<file path="src/rtl/multicycle_ctrl_pkg.sv">
`default_nettype none
// ============================================================================
// Module      : multicycle_ctrl_pkg
// Description : Shared types, opcode encodings, mux-select encodings and
//               opcode-class helpers for the multicycle control FSM.
// Revision    : 1.0  initial release
// ============================================================================
package multicycle_ctrl_pkg;

  typedef enum logic [3:0] {
    S_FETCH     = 4'd0,
    S_DECODE    = 4'd1,
    S_MEM_ADDR  = 4'd2,
    S_MEM_READ  = 4'd3,
    S_MEM_WB    = 4'd4,
    S_MEM_STORE = 4'd5,
    S_EXEC      = 4'd6,
    S_ALU_WB    = 4'd7,
    S_BRANCH    = 4'd8,
    S_JUMP      = 4'd9,
    S_HALT      = 4'd10
  } state_t;

  // Opcode encodings (6-bit opcode field)
  localparam logic [5:0] OP_MOV  = 6'h10;
  localparam logic [5:0] OP_ADD  = 6'h12;
  localparam logic [5:0] OP_SUB  = 6'h13;
  localparam logic [5:0] OP_OR   = 6'h14;
  localparam logic [5:0] OP_AND  = 6'h15;
  localparam logic [5:0] OP_BEQ  = 6'h20;
  localparam logic [5:0] OP_BNE  = 6'h21;
  localparam logic [5:0] OP_JMP  = 6'h22;
  localparam logic [5:0] OP_ADDI = 6'h32;
  localparam logic [5:0] OP_SUBI = 6'h33;
  localparam logic [5:0] OP_ORI  = 6'h34;
  localparam logic [5:0] OP_ANDI = 6'h35;
  localparam logic [5:0] OP_LI   = 6'h39;
  localparam logic [5:0] OP_LWI  = 6'h3B;
  localparam logic [5:0] OP_SWI  = 6'h3C;
  localparam logic [5:0] OP_HALT = 6'h3F;

  // ALU B operand select
  localparam logic [1:0] ALUB_B    = 2'd0;
  localparam logic [1:0] ALUB_ONE  = 2'd1;
  localparam logic [1:0] ALUB_ZEXT = 2'd2;
  localparam logic [1:0] ALUB_SEXT = 2'd3;

  // PC source select
  localparam logic [1:0] PCSRC_ALU    = 2'd0;
  localparam logic [1:0] PCSRC_ALUOUT = 2'd1;
  localparam logic [1:0] PCSRC_JUMP   = 2'd2;

  function automatic logic is_rtype(input logic [5:0] op);
    return (op == OP_MOV) || (op == OP_ADD) || (op == OP_SUB) ||
           (op == OP_OR)  || (op == OP_AND);
  endfunction

  function automatic logic is_itype(input logic [5:0] op);
    return (op == OP_ADDI) || (op == OP_SUBI) || (op == OP_ORI) ||
           (op == OP_ANDI) || (op == OP_LI);
  endfunction

  function automatic logic is_legal(input logic [5:0] op);
    return is_rtype(op) || is_itype(op) ||
           (op == OP_BEQ) || (op == OP_BNE) || (op == OP_JMP) ||
           (op == OP_LWI) || (op == OP_SWI) || (op == OP_HALT);
  endfunction

endpackage
`default_nettype wire

</file>
<file path="src/rtl/multicycle_ctrl_sm_decode.sv">
`default_nettype none
// ============================================================================
// Module      : ctrl_opcode_decode
// Description : Combinational opcode classification plus the ALU-B immediate
//               extension select used by DECODE and EXEC.
// Revision    : 1.0  initial release
// ============================================================================
module ctrl_opcode_decode
  import multicycle_ctrl_pkg::*;
(
  input  logic [5:0] op_i,
  output logic       is_rtype_o,
  output logic       is_itype_o,
  output logic       is_branch_o,
  output logic       is_jump_o,
  output logic       is_load_o,
  output logic       is_store_o,
  output logic       is_halt_o,
  output logic       is_legal_o,
  output logic [1:0] imm_sel_o
);

  // Classify the opcode and pick the immediate extension for EXEC
  always_comb begin
    is_rtype_o  = is_rtype(op_i);
    is_itype_o  = is_itype(op_i);
    is_branch_o = (op_i == OP_BEQ) || (op_i == OP_BNE);
    is_jump_o   = (op_i == OP_JMP);
    is_load_o   = (op_i == OP_LWI);
    is_store_o  = (op_i == OP_SWI);
    is_halt_o   = (op_i == OP_HALT);
    is_legal_o  = is_legal(op_i);
    // Arithmetic immediates are signed; logical immediates and LI are not
    if ((op_i == OP_ADDI) || (op_i == OP_SUBI))
      imm_sel_o = ALUB_SEXT;
    else if ((op_i == OP_ORI) || (op_i == OP_ANDI) || (op_i == OP_LI))
      imm_sel_o = ALUB_ZEXT;
    else
      imm_sel_o = ALUB_B;
  end

endmodule
`default_nettype wire

</file>
<file path="src/rtl/multicycle_ctrl_sm.sv">
`default_nettype none
// ============================================================================
// Module      : multicycle_ctrl_sm
// Description : Multicycle datapath control FSM with memory-ready stalls,
//               branch/jump/halt, illegal-opcode flag and retire counter.
// Revision    : 1.0  initial release
// ============================================================================
module multicycle_ctrl_sm
  import multicycle_ctrl_pkg::*;
#(
  parameter int OP_W         = 6,
  parameter int CNT_W        = 16,
  parameter bit MEM_STALL_EN = 1'b1
) (
  input  logic             clk,
  input  logic             reset,
  input  logic             start,
  input  logic [OP_W-1:0]  op_code,
  input  logic             mem_ready,
  output logic             mem_req,
  output logic             mem_write,
  output logic             pc_write,
  output logic             pc_write_cond,
  output logic             ir_write,
  output logic             mdr_write,
  output logic             a_write,
  output logic             b_write,
  output logic             aluout_write,
  output logic             rf_write,
  output logic             iord_sel,
  output logic             rf_b_sel,
  output logic             wd_sel,
  output logic             alu_a_sel,
  output logic [1:0]       pc_src_sel,
  output logic [1:0]       alu_b_sel,
  output logic [OP_W-1:0]  alu_opcode,
  output logic             halted,
  output logic             illegal_op,
  output logic [CNT_W-1:0] retired_count
);

  localparam logic [OP_W-1:0] ALU_ADD = OP_W'(OP_ADD);

  state_t           state_q, state_d;
  logic             halted_q, illegal_q;
  logic [CNT_W-1:0] count_q;

  logic [5:0] op6;
  logic       ready;
  logic       dec_rtype, dec_itype, dec_branch, dec_jump;
  logic       dec_load, dec_store, dec_halt, dec_legal;
  logic [1:0] dec_imm_sel;
  logic       retire;

  // The encodings are 6-bit; narrower opcode buses are zero-extended
  generate
    if (OP_W >= 6) begin : g_op_wide
      assign op6 = op_code[5:0];
      if (OP_W > 6) begin : g_op_unused
        logic unused_hi;
        assign unused_hi = ^op_code[OP_W-1:6];
      end
    end else begin : g_op_narrow
      assign op6 = {{(6-OP_W){1'b0}}, op_code};
    end
  endgenerate

  // With stalls disabled every memory access completes immediately
  generate
    if (MEM_STALL_EN) begin : g_stall
      assign ready = mem_ready;
    end else begin : g_nostall
      logic unused_ready;
      assign unused_ready = mem_ready;
      assign ready        = 1'b1;
    end
  endgenerate

  ctrl_opcode_decode u_decode (
    .op_i        (op6),
    .is_rtype_o  (dec_rtype),
    .is_itype_o  (dec_itype),
    .is_branch_o (dec_branch),
    .is_jump_o   (dec_jump),
    .is_load_o   (dec_load),
    .is_store_o  (dec_store),
    .is_halt_o   (dec_halt),
    .is_legal_o  (dec_legal),
    .imm_sel_o   (dec_imm_sel)
  );

  // Next-state selection
  always_comb begin
    state_d = state_q;
    unique case (state_q)
      S_FETCH:     if (ready) state_d = S_DECODE;
      S_DECODE: begin
        if (dec_halt)                    state_d = S_HALT;
        else if (dec_rtype || dec_itype) state_d = S_EXEC;
        else if (dec_branch)             state_d = S_BRANCH;
        else if (dec_jump)               state_d = S_JUMP;
        else if (dec_load || dec_store)  state_d = S_MEM_ADDR;
        else                             state_d = S_FETCH;
      end
      S_MEM_ADDR:  state_d = dec_load ? S_MEM_READ : S_MEM_STORE;
      S_MEM_READ:  if (ready) state_d = S_MEM_WB;
      S_MEM_WB:    state_d = S_FETCH;
      S_MEM_STORE: if (ready) state_d = S_FETCH;
      S_EXEC:      state_d = S_ALU_WB;
      S_ALU_WB:    state_d = S_FETCH;
      S_BRANCH:    state_d = S_FETCH;
      S_JUMP:      state_d = S_FETCH;
      S_HALT:      state_d = S_HALT;
      default:     state_d = S_FETCH;
    endcase
  end

  // An instruction retires on the edge that returns the FSM to FETCH
  always_comb begin
    retire = 1'b0;
    unique case (state_q)
      S_MEM_WB, S_ALU_WB, S_BRANCH, S_JUMP: retire = 1'b1;
      S_MEM_STORE: retire = ready;
      S_DECODE:    retire = !dec_legal;
      default:     retire = 1'b0;
    endcase
  end

  // State register and status flags; everything freezes while start is low
  always_ff @(posedge clk) begin
    if (reset) begin
      state_q   <= S_FETCH;
      halted_q  <= 1'b0;
      illegal_q <= 1'b0;
      count_q   <= '0;
    end else if (start) begin
      state_q <= state_d;
      if (state_q == S_DECODE && dec_halt)
        halted_q <= 1'b1;
      if (state_q == S_DECODE && !dec_legal)
        illegal_q <= 1'b1;
      if (retire)
        count_q <= count_q + 1'b1;
    end
  end

  // Datapath enables and selects, decoded from state and opcode
  always_comb begin
    mem_req       = 1'b0;
    mem_write     = 1'b0;
    pc_write      = 1'b0;
    pc_write_cond = 1'b0;
    ir_write      = 1'b0;
    mdr_write     = 1'b0;
    a_write       = 1'b0;
    b_write       = 1'b0;
    aluout_write  = 1'b0;
    rf_write      = 1'b0;
    iord_sel      = 1'b0;
    rf_b_sel      = 1'b0;
    wd_sel        = 1'b0;
    alu_a_sel     = 1'b0;
    pc_src_sel    = PCSRC_ALU;
    alu_b_sel     = ALUB_B;
    alu_opcode    = op_code;
    if (start && !reset) begin
      unique case (state_q)
        S_FETCH: begin
          mem_req    = 1'b1;
          alu_a_sel  = 1'b1;
          alu_b_sel  = ALUB_ONE;
          alu_opcode = ALU_ADD;
          ir_write   = ready;
          pc_write   = ready;
        end
        S_DECODE: begin
          a_write      = 1'b1;
          b_write      = 1'b1;
          aluout_write = 1'b1;
          alu_a_sel    = 1'b1;
          alu_b_sel    = ALUB_SEXT;
          alu_opcode   = ALU_ADD;
          rf_b_sel     = op6[5];
        end
        S_MEM_ADDR: begin
          alu_b_sel    = ALUB_SEXT;
          aluout_write = 1'b1;
          alu_opcode   = ALU_ADD;
        end
        S_MEM_READ: begin
          mem_req   = 1'b1;
          iord_sel  = 1'b1;
          mdr_write = ready;
        end
        S_MEM_WB: begin
          wd_sel   = 1'b1;
          rf_write = 1'b1;
        end
        S_MEM_STORE: begin
          mem_req   = 1'b1;
          iord_sel  = 1'b1;
          mem_write = 1'b1;
        end
        S_EXEC: begin
          aluout_write = 1'b1;
          alu_b_sel    = dec_imm_sel;
        end
        S_ALU_WB:    rf_write = 1'b1;
        S_BRANCH: begin
          pc_write_cond = 1'b1;
          pc_src_sel    = PCSRC_ALUOUT;
        end
        S_JUMP: begin
          pc_write   = 1'b1;
          pc_src_sel = PCSRC_JUMP;
        end
        default: ;
      endcase
    end
  end

  assign halted        = halted_q;
  assign illegal_op    = illegal_q;
  assign retired_count = count_q;

endmodule
`default_nettype wire

</file>
<file path="config.mk">
export PLATFORM = sky130hd
export DESIGN_NAME = multicycle_ctrl_sm
export DESIGN_NICKNAME = d
export VERILOG_FILES = /design/src/rtl/multicycle_ctrl_pkg.sv /design/src/rtl/multicycle_ctrl_sm_decode.sv /design/src/rtl/multicycle_ctrl_sm.sv
export SDC_FILE = /design/constraint.sdc
export NUM_CORES = 1
export LEC_CHECK = 0
export CORE_AREA = 2 2 78 80
export CTS_CLUSTER_SIZE = 25
export DETAILED_ROUTE_END_ITERATION = 12
export DIE_AREA = 0 0 80 82
export GPL_ROUTABILITY_DRIVEN = 1
export GPL_TIMING_DRIVEN = 1
export PLACE_DENSITY = 0.64
export SKIP_CTS_REPAIR_TIMING = 1
export SYNTH_ARGS = -nofsm -noshare
export SYNTH_HDL_FRONTEND = slang
export SYNTH_SLANG_ARGS = --single-unit
export TNS_END_PERCENT = 10
</file>
<file path="constraint.sdc">
create_clock -name clk -period 3.1 [get_ports clk]
set_input_delay 0.465 -clock clk [delete_from_list [all_inputs] [get_ports clk]]
set_output_delay 0.465 -clock clk [all_outputs]
set_load 0.02 [all_outputs]
</file>
==> metrics.md, run 1 <==
| Metric | Value |
|---|---|
| Status | `complete, no violations` |
| Initial antenna violation count | `0` |
| Syn_area_per_cell | `roughly 7.3 um2` |
| Setup_tns | `0 ns` |
| Worst path max stage delay | `between 0.6 and 0.7 ns` |
| YS warnings | `0` |
| Clk buf depth | `2` |
| RSZ-0062 raised after global routing | `no` |
| Min Clock Period, post-route | `roughly 2.8 ns` |
| First-pass iteration count of the detailed router | `4` |
| Cells after Synth | `227` |
| Max Cap Viol | `0` |
| Post-synth net total | `238` |
| Synth Register Bits | `22` |
| First-pass GRT wire length | `7130 um` |
| Worst r2r src | `state_q[0]$_SDFFE_PP0P_` |
| Max-slew violations | `0` |
| Worst VDD drop | `approximately 0.13 mV` |
| Area growth syn-to-layout | `40.7%` |
| Distinct cells, synth | `48` |
| Hold Path Cell Cnt | `2` |
| Chip width | `roughly 80 um` |
| Clock buffer count from CTS | `3` |
| Reg2reg end | `retired_count[6]$_SDFFE_PP0P_` |
| Most common cell after layout, fill and taps aside | `clkdlybuf4s50_1` |
| Vert. Die Dim | `approximately 82 um` |
| TritonCTS clock tree | `done` |
| Fin. Hold Viols | `0` |
| Final period util | `90.9%` |
| Vias in the first global route | `roughly 1.5k` |
| Remaining Overflow, GRT | `0` |
| I/O Pins | `52` |
| Clk_lat worst skew | `between 0.2 and 0.3 ns` |
| Root Buffer | `clkbuf_8` |
| Power per cell area | `approximately 280 nW/um2` |
| Clk pin slew, worst setup/hold paths | `~0.080 ns` |
| Reg-to-reg slack, setup | `approximately 0.65 ns` |
| IO Port Bufs | `between 50 and 60` |
| Ys flop type | `dfxtp_1` |
| Clock H-tree levels | `1` |
| Tot GR Track Use | `13.0%` |
| Hold Path Class | `reg2reg` |
| GP Congestion | `slightly above 0.8` |
| Final ANT Viol Nets | `0` |
| CP Cell Sequence | `clkdlybuf4s50_1 > nand2_1 > or3_1 > a21oi_1 > clkdlybuf4s50_1` |
| Fmax | `355 MHz` |
| Total wire length | `around 4300 um` |
| Crit path max fanout | `10` |
| Crit path capture type | `output port` |
| Setup-failing EPs final | `0` |
| Worst Path Required | `2.63 ns` |
| Post-synthesis cell area | `approximately 1600 um2` |
| Slowest CP cell | `clkdlybuf4s50_1` |
| Via count | `roughly 1.8k` |
| Post-synthesis async set-or-reset flop share | `0%` |
| Seq/Total Area, Yosys | `26.7%` |
| Average via count per standard cell | `5.07` |
| Relative slew slack | `between 50% and 60%` |
| Area of the die | `around 6600 um2` |
| # DRC | `0` |
| Non-filler cells, final | `between 300 and 400` |
| # diodes | `0` |
| Crit path DAT | `about 2.4 ns` |
| Crit-path most repeated cell | `clkdlybuf4s50_1` |
| Dpl cells | `roughly 350` |
| Largest net degree at the start of global routing | `30` |
| Clk_skew | `between 0.007 and 0.008 ns` |
| Startpoint types | `primary input` |
| Nets | `286` |
| Average wire per cell in the routed design | `roughly 12 um` |
| Area of the core | `5750 um2` |
| Initial DRC Count | `154` |
| Leakage | `0.791 nW` |
| DP HPWL | `3250 um` |
| Site Rows | `28` |
| R2r worst-path depth | `6` |
| Setup CP Type | `in2out` |
| Starting density of the core | `28.7%` |
| Worst slew pin tran | `between 0.7 and 0.8 ns` |
| Hold Crit Start | `retired_count[15]$_SDFFE_PP0P_` |
| EDFF count, synth | `0` |
| Most frequent cells in the layout | `clkdlybuf4s50_1, nor2_1, a21oi_1` |
| Proportion of layout cells with a drive suffix above 1 | `7.66%` |
| CTS Sinks | `22` |
| Min-Delay Endpoint | `retired_count[15]$_SDFFE_PP0P_` |
| Fillers | `620` |
-- through the flow --
stage | power, mW | cell area [um2] | setup slack, ns | hold WS [ns] | util (%)
after floorplan | 0.392 | 1650 | 0.739 | 0.544 | -
after global placement | 0.458 | 2260 | 0.192 | 0.464 | 39.4
after detailed placement | 0.458 | 2260 | 0.164 | 0.471 | 39.4
after CTS | 0.661 | 2320 | 0.158 | 0.483 | 40.4
after global routing | 0.691 | 2320 | 0.118 | 0.502 | 40.4
final | 0.655 | 2320 | 0.281 | 0.478 | 40.4
-- area by class of cell --
type / instances / area [um2] / area share [%]
timing repair buffer: 62 / 608 / 26.2
inverter: 4 / 15.0 / 0.647
tap: 75 / 93.8 / 4.04
sequential: 22 / 440 / 19.0
clock buffer: 4 / 55.1 / 2.37
multi-input combinational: 182 / 1110 / 47.8
-- state kept, by name, summed over array words and instances, names as in the netlist --
register / flops
retired_count: 16
state_q: 4
halted: 1
illegal_op: 1
-- kinds of logic after synthesis --
kind of cell / after synthesis / share of synthesized area [%]
compound gates: 60 / 23.0
fa+ha+maj: 1 / 0.759
xor+xnor: 5 / 2.66
simple gates: 112 / 38.2
flops: 22 / 26.7
buf+inv: 23 / 6.07
mux: 4 / 2.58
-- where the power goes --
group          switching [mW]  leakage [nW]  internal [mW]
Clock                  0.0905        0.0288          0.113
Combinational          0.0839         0.585         0.0723
Sequential            0.00896         0.178          0.286
-- synthesized netlist by cell type, types with 3 or more instances --
cell	instances	share of area [%]
a21oi_1	25	7.6
a22oi_1	3	1.4
and2_1	4	1.5
and3_1	5	1.9
and4_1	3	1.6
buf_2	5	1.5
clkbuf_1	11	2.5
dfxtp_1	22	27
inv_1	4	0.91
nand2_1	18	4.1
nand2b_1	8	3.0
nand3_1	9	2.7
nor2_1	25	5.7
nor2b_1	5	1.9
nor3_1	8	2.4
o21ai_0	6	1.8
o21ai_1	5	1.5
o31ai_1	11	5.0
or3_1	6	2.3
or4_1	8	3.6
xnor2_1	3	1.6
-- how the worst max path moves through the flow --
| stage | start | to | slack [ns] | cells past startpoint |
|---|---|---|---|---|
| 3_3_place_gp | op_code[2] | alu_b_sel[0] | 0.19 | 6 |
| 6_report | op_code[1] | alu_b_sel[0] | 0.28 | 5 |
| 3_5_place_dp | op_code[2] | alu_b_sel[0] | 0.16 | 6 |
| 4_1_cts | op_code[2] | alu_b_sel[0] | 0.16 | 6 |
| 5_1_grt | op_code[3] | alu_b_sel[1] | 0.12 | 8 |
| 2_1_floorplan | start | pc_write | 0.74 | 5 |
-- worst max-delay path: cells and delay by family --
family / cells / cell delay [ns]
AND/OR/NAND/NOR: 2 / 0.46
AO/OA/AOI/OAI: 1 / 0.15
buffers and inverters: 2 / 1.27
-- per-layer routing --
metal | GRT usage (%) | vias up | wire length [um] | share of wire, %
li1 | - | 928 | - | -
met1 | 18.0 | 814 | 2070 | 48
met2 | 22.0 | 25 | 2120 | 49
met3 | 1.87 | 4 | 107 | 2.5
met4 | 2.03 | 0 | 23 | 0.53
met5 | 0 | - | 0 | 0
Note: power is estimated with default switching activity, not from simulation.
==> run 2, diff against run 1 <==
--- a/config.mk
+++ b/config.mk
@@ -6,12 +6,13 @@
 export NUM_CORES = 1
 export LEC_CHECK = 0
 export CORE_AREA = 2 2 78 80
-export CTS_CLUSTER_SIZE = 25
+export CTS_CLUSTER_SIZE = 10
 export DETAILED_ROUTE_END_ITERATION = 12
 export DIE_AREA = 0 0 80 82
 export GPL_ROUTABILITY_DRIVEN = 1
 export GPL_TIMING_DRIVEN = 1
 export PLACE_DENSITY = 0.64
+export REMOVE_ABC_BUFFERS = 1
 export SKIP_CTS_REPAIR_TIMING = 1
 export SYNTH_ARGS = -nofsm -noshare
 export SYNTH_HDL_FRONTEND = slang
==> constraint.sdc (replaced) <==
create_clock -name clk -period 3.3 [get_ports clk]
set_input_delay 0.495 -clock clk [delete_from_list [all_inputs] [get_ports clk]]
set_output_delay 0.495 -clock clk [all_outputs]
set_load 0.02 [all_outputs]
==> run 2 against run 1 <==
Clock-buffer cell count is 1 lower. Sequential share of layout area up 0.43 points. Final cell count down 1.1%.
==> metrics.md, run 2 (same netlist as run 1, synthesis figures left out) <==
| Metric | Value |
|---|---|
| Status | `complete, no violations` |
| Crit-path most repeated cell | `clkdlybuf4s50_1` |
| CP Cell Sequence | `clkdlybuf4s50_1 > nor2_1 > nand2_1 > or3_1 > a21oi_1 > clkdlybuf4s50_1` |
| Clock buffer count from CTS | `3` |
| First-pass iteration count of the detailed router | `4` |
| Pre-CTS setup slack | `about 0.27 ns` |
| Total wire length | `4400 um` |
| Setup_tns | `0 ns` |
| Initial antenna violation count | `0` |
| Clk buf depth | `2` |
| Fin. Hold Viols | `0` |
| Root Buffer | `clkbuf_8` |
| Min Hold Slack | `roughly 0.48 ns` |
| # diodes | `0` |
| Power Total | `about 0.58 mW` |
| Min Clock Period, post-route | `~3.0 ns` |
| Fmax | `about 330 MHz` |
| Most common cell after layout, fill and taps aside | `clkdlybuf4s50_1` |
| Leakage | `0.753 nW` |
| Setup CP Type | `in2out` |
| DP HPWL | `~3300 um` |
| Highest routed layer | `met3` |
| Hold Path Cell Cnt | `2` |
| Area of the core | `around 5700 um2` |
| Site Rows | `28` |
| Final WS setup | `between 0.2 and 0.3 ns` |
| Reg-to-reg slack, setup | `0.85 ns` |
| Starting density of the core | `between 20% and 30%` |
| TritonCTS clock tree | `done` |
| Clk pin slew, worst setup/hold paths | `around 0.080 ns` |
| Initial DRC Count | `around 120` |
| Relative slew slack | `50.6%` |
| Largest net degree at the start of global routing | `24` |
| Final ANT Viol Nets | `0` |
| Setup-failing EPs final | `0` |
| R2r worst-path depth | `7` |
| Worst slew pin tran | `0.740 ns` |
| Worst r2r src | `state_q[0]$_SDFFE_PP0P_` |
| Fillers | `625` |
| Final Util | `39.5%` |
| CTS Sinks | `22` |
| Area of the die | `about 6600 um2` |
| Area growth syn-to-layout | `37.6%` |
| Multi-input logic area | `approximately 1100 um2` |
| IO Port Bufs | `just over 50` |
| Hold Crit Start | `retired_count[15]$_SDFFE_PP0P_` |
| Power per cell area | `257 nW/um2` |
| Worst Path Required | `between 2 and 3 ns` |
| Tot GR Track Use | `between 10% and 20%` |
| Flip-flop count of the largest register after layout | `16` |
| Vert. Die Dim | `a little over 80 um` |
| Worst path max stage delay | `around 0.62 ns` |
| Remaining Overflow, GRT | `0` |
| Clk_skew | `between 0.005 and 0.006 ns` |
| Clk_lat worst skew | `roughly 0.26 ns` |
| Min-Delay Endpoint | `retired_count[15]$_SDFFE_PP0P_` |
| Max-slew violations | `0` |
| Average via count per standard cell | `5.13` |
| # DRC | `0` |
| Via count | `around 1.8k` |
| I/O Pins | `52` |
| DR WL met3 | `approximately 200 um` |
| Most frequent cells in the layout | `clkdlybuf4s50_1, nor2_1, a21oi_1` |
| Chip width | `about 80 um` |
| Slowest CP cell | `clkdlybuf4s50_1` |
| First-pass GRT wire length | `approximately 7200 um` |
| Crit path max fanout | `11` |
| RSZ-0062 raised after global routing | `no` |
| Storage cell area | `about 440 um2` |
| Proportion of layout cells with a drive suffix above 1 | `roughly 6.3%` |
| Crit path capture type | `output port` |
| Worst VDD drop | `~0.15 mV` |
| Crit path DAT | `approximately 2.5 ns` |
| Max Cap Viol | `0` |
| Final period util | `between 90 and 100%` |
| GP Congestion | `0.799` |
| Vias in the first global route | `1538` |
| Startpoint types | `primary input` |
| Metal-1 WL | `between 2000 and 2500 um` |
| Reg2reg end | `retired_count[6]$_SDFFE_PP0P_` |
| Nets | `283` |
| Clock H-tree levels | `1` |
| Average wire per cell in the routed design | `12.7 um` |
| Hold Path Class | `reg2reg` |
| WL met2 | `roughly 2100 um` |
[run 2: cell type report]
type,count,share of cell area [%]
Clock buffer,3,1.82
Inverter,4,0.662
Multi-Input combinational cell,182,48.8
Sequential cell,22,19.4
Tap cell,75,4.13
Timing Repair Buffer,59,25.1
[run 2: where the power goes]
| part | switching (mW) | internal [mW] | total, mW |
|---|---|---|---|
| combinational | 0.0779 | 0.0646 | 0.142 |
| sequential | 0.00872 | 0.269 | 0.277 |
| clock | 0.0828 | 0.0814 | 0.164 |
| total | 0.169 | 0.415 | 0.584 |
[run 2: layer usage]
metal  global-route usage [%]  vias up
met5                        0        -
met4                     1.53        0
met3                     2.20        0
met2                     21.5       44
met1                     18.9      806
li1                         -      921
[run 2: through the flow]
stage          instances  area, um2
2_1_floorplan        208       1560
3_3_place_gp         342       2230
3_5_place_dp         342       2230
4_1_cts              345       2270
5_1_grt              345       2270
6_report             345       2270
[run 2: how the worst max path moves through the flow]
stage	cells past startpoint	slack, ns	startpoint	to
2_1_floorplan	6	0.50	op_code[1]	retired_count[6]$_SDFFE_PP0P_
3_3_place_gp	6	0.28	op_code[2]	alu_b_sel[0]
3_5_place_dp	6	0.27	op_code[2]	alu_b_sel[0]
4_1_cts	6	0.26	op_code[2]	alu_b_sel[0]
5_1_grt	7	0.11	start	pc_write
6_report	6	0.26	op_code[2]	alu_b_sel[0]
[run 2: worst max-delay path, delay by kind of cell]
kind | cells | cell delay, ns
compound gates | 1 | 0.15
buf+inv | 2 | 1.21
simple gates | 3 | 0.69
==> run 3, diff against run 2 <==
--- a/config.mk
+++ b/config.mk
@@ -9,7 +9,7 @@
 export CTS_CLUSTER_SIZE = 10
 export DETAILED_ROUTE_END_ITERATION = 12
 export DIE_AREA = 0 0 80 82
-export GPL_ROUTABILITY_DRIVEN = 1
+export GPL_ROUTABILITY_DRIVEN = 0
 export GPL_TIMING_DRIVEN = 1
 export PLACE_DENSITY = 0.64
 export REMOVE_ABC_BUFFERS = 1
==> results of run 3 <==
Final layout, timing and power as in run 2 (identical DEF).
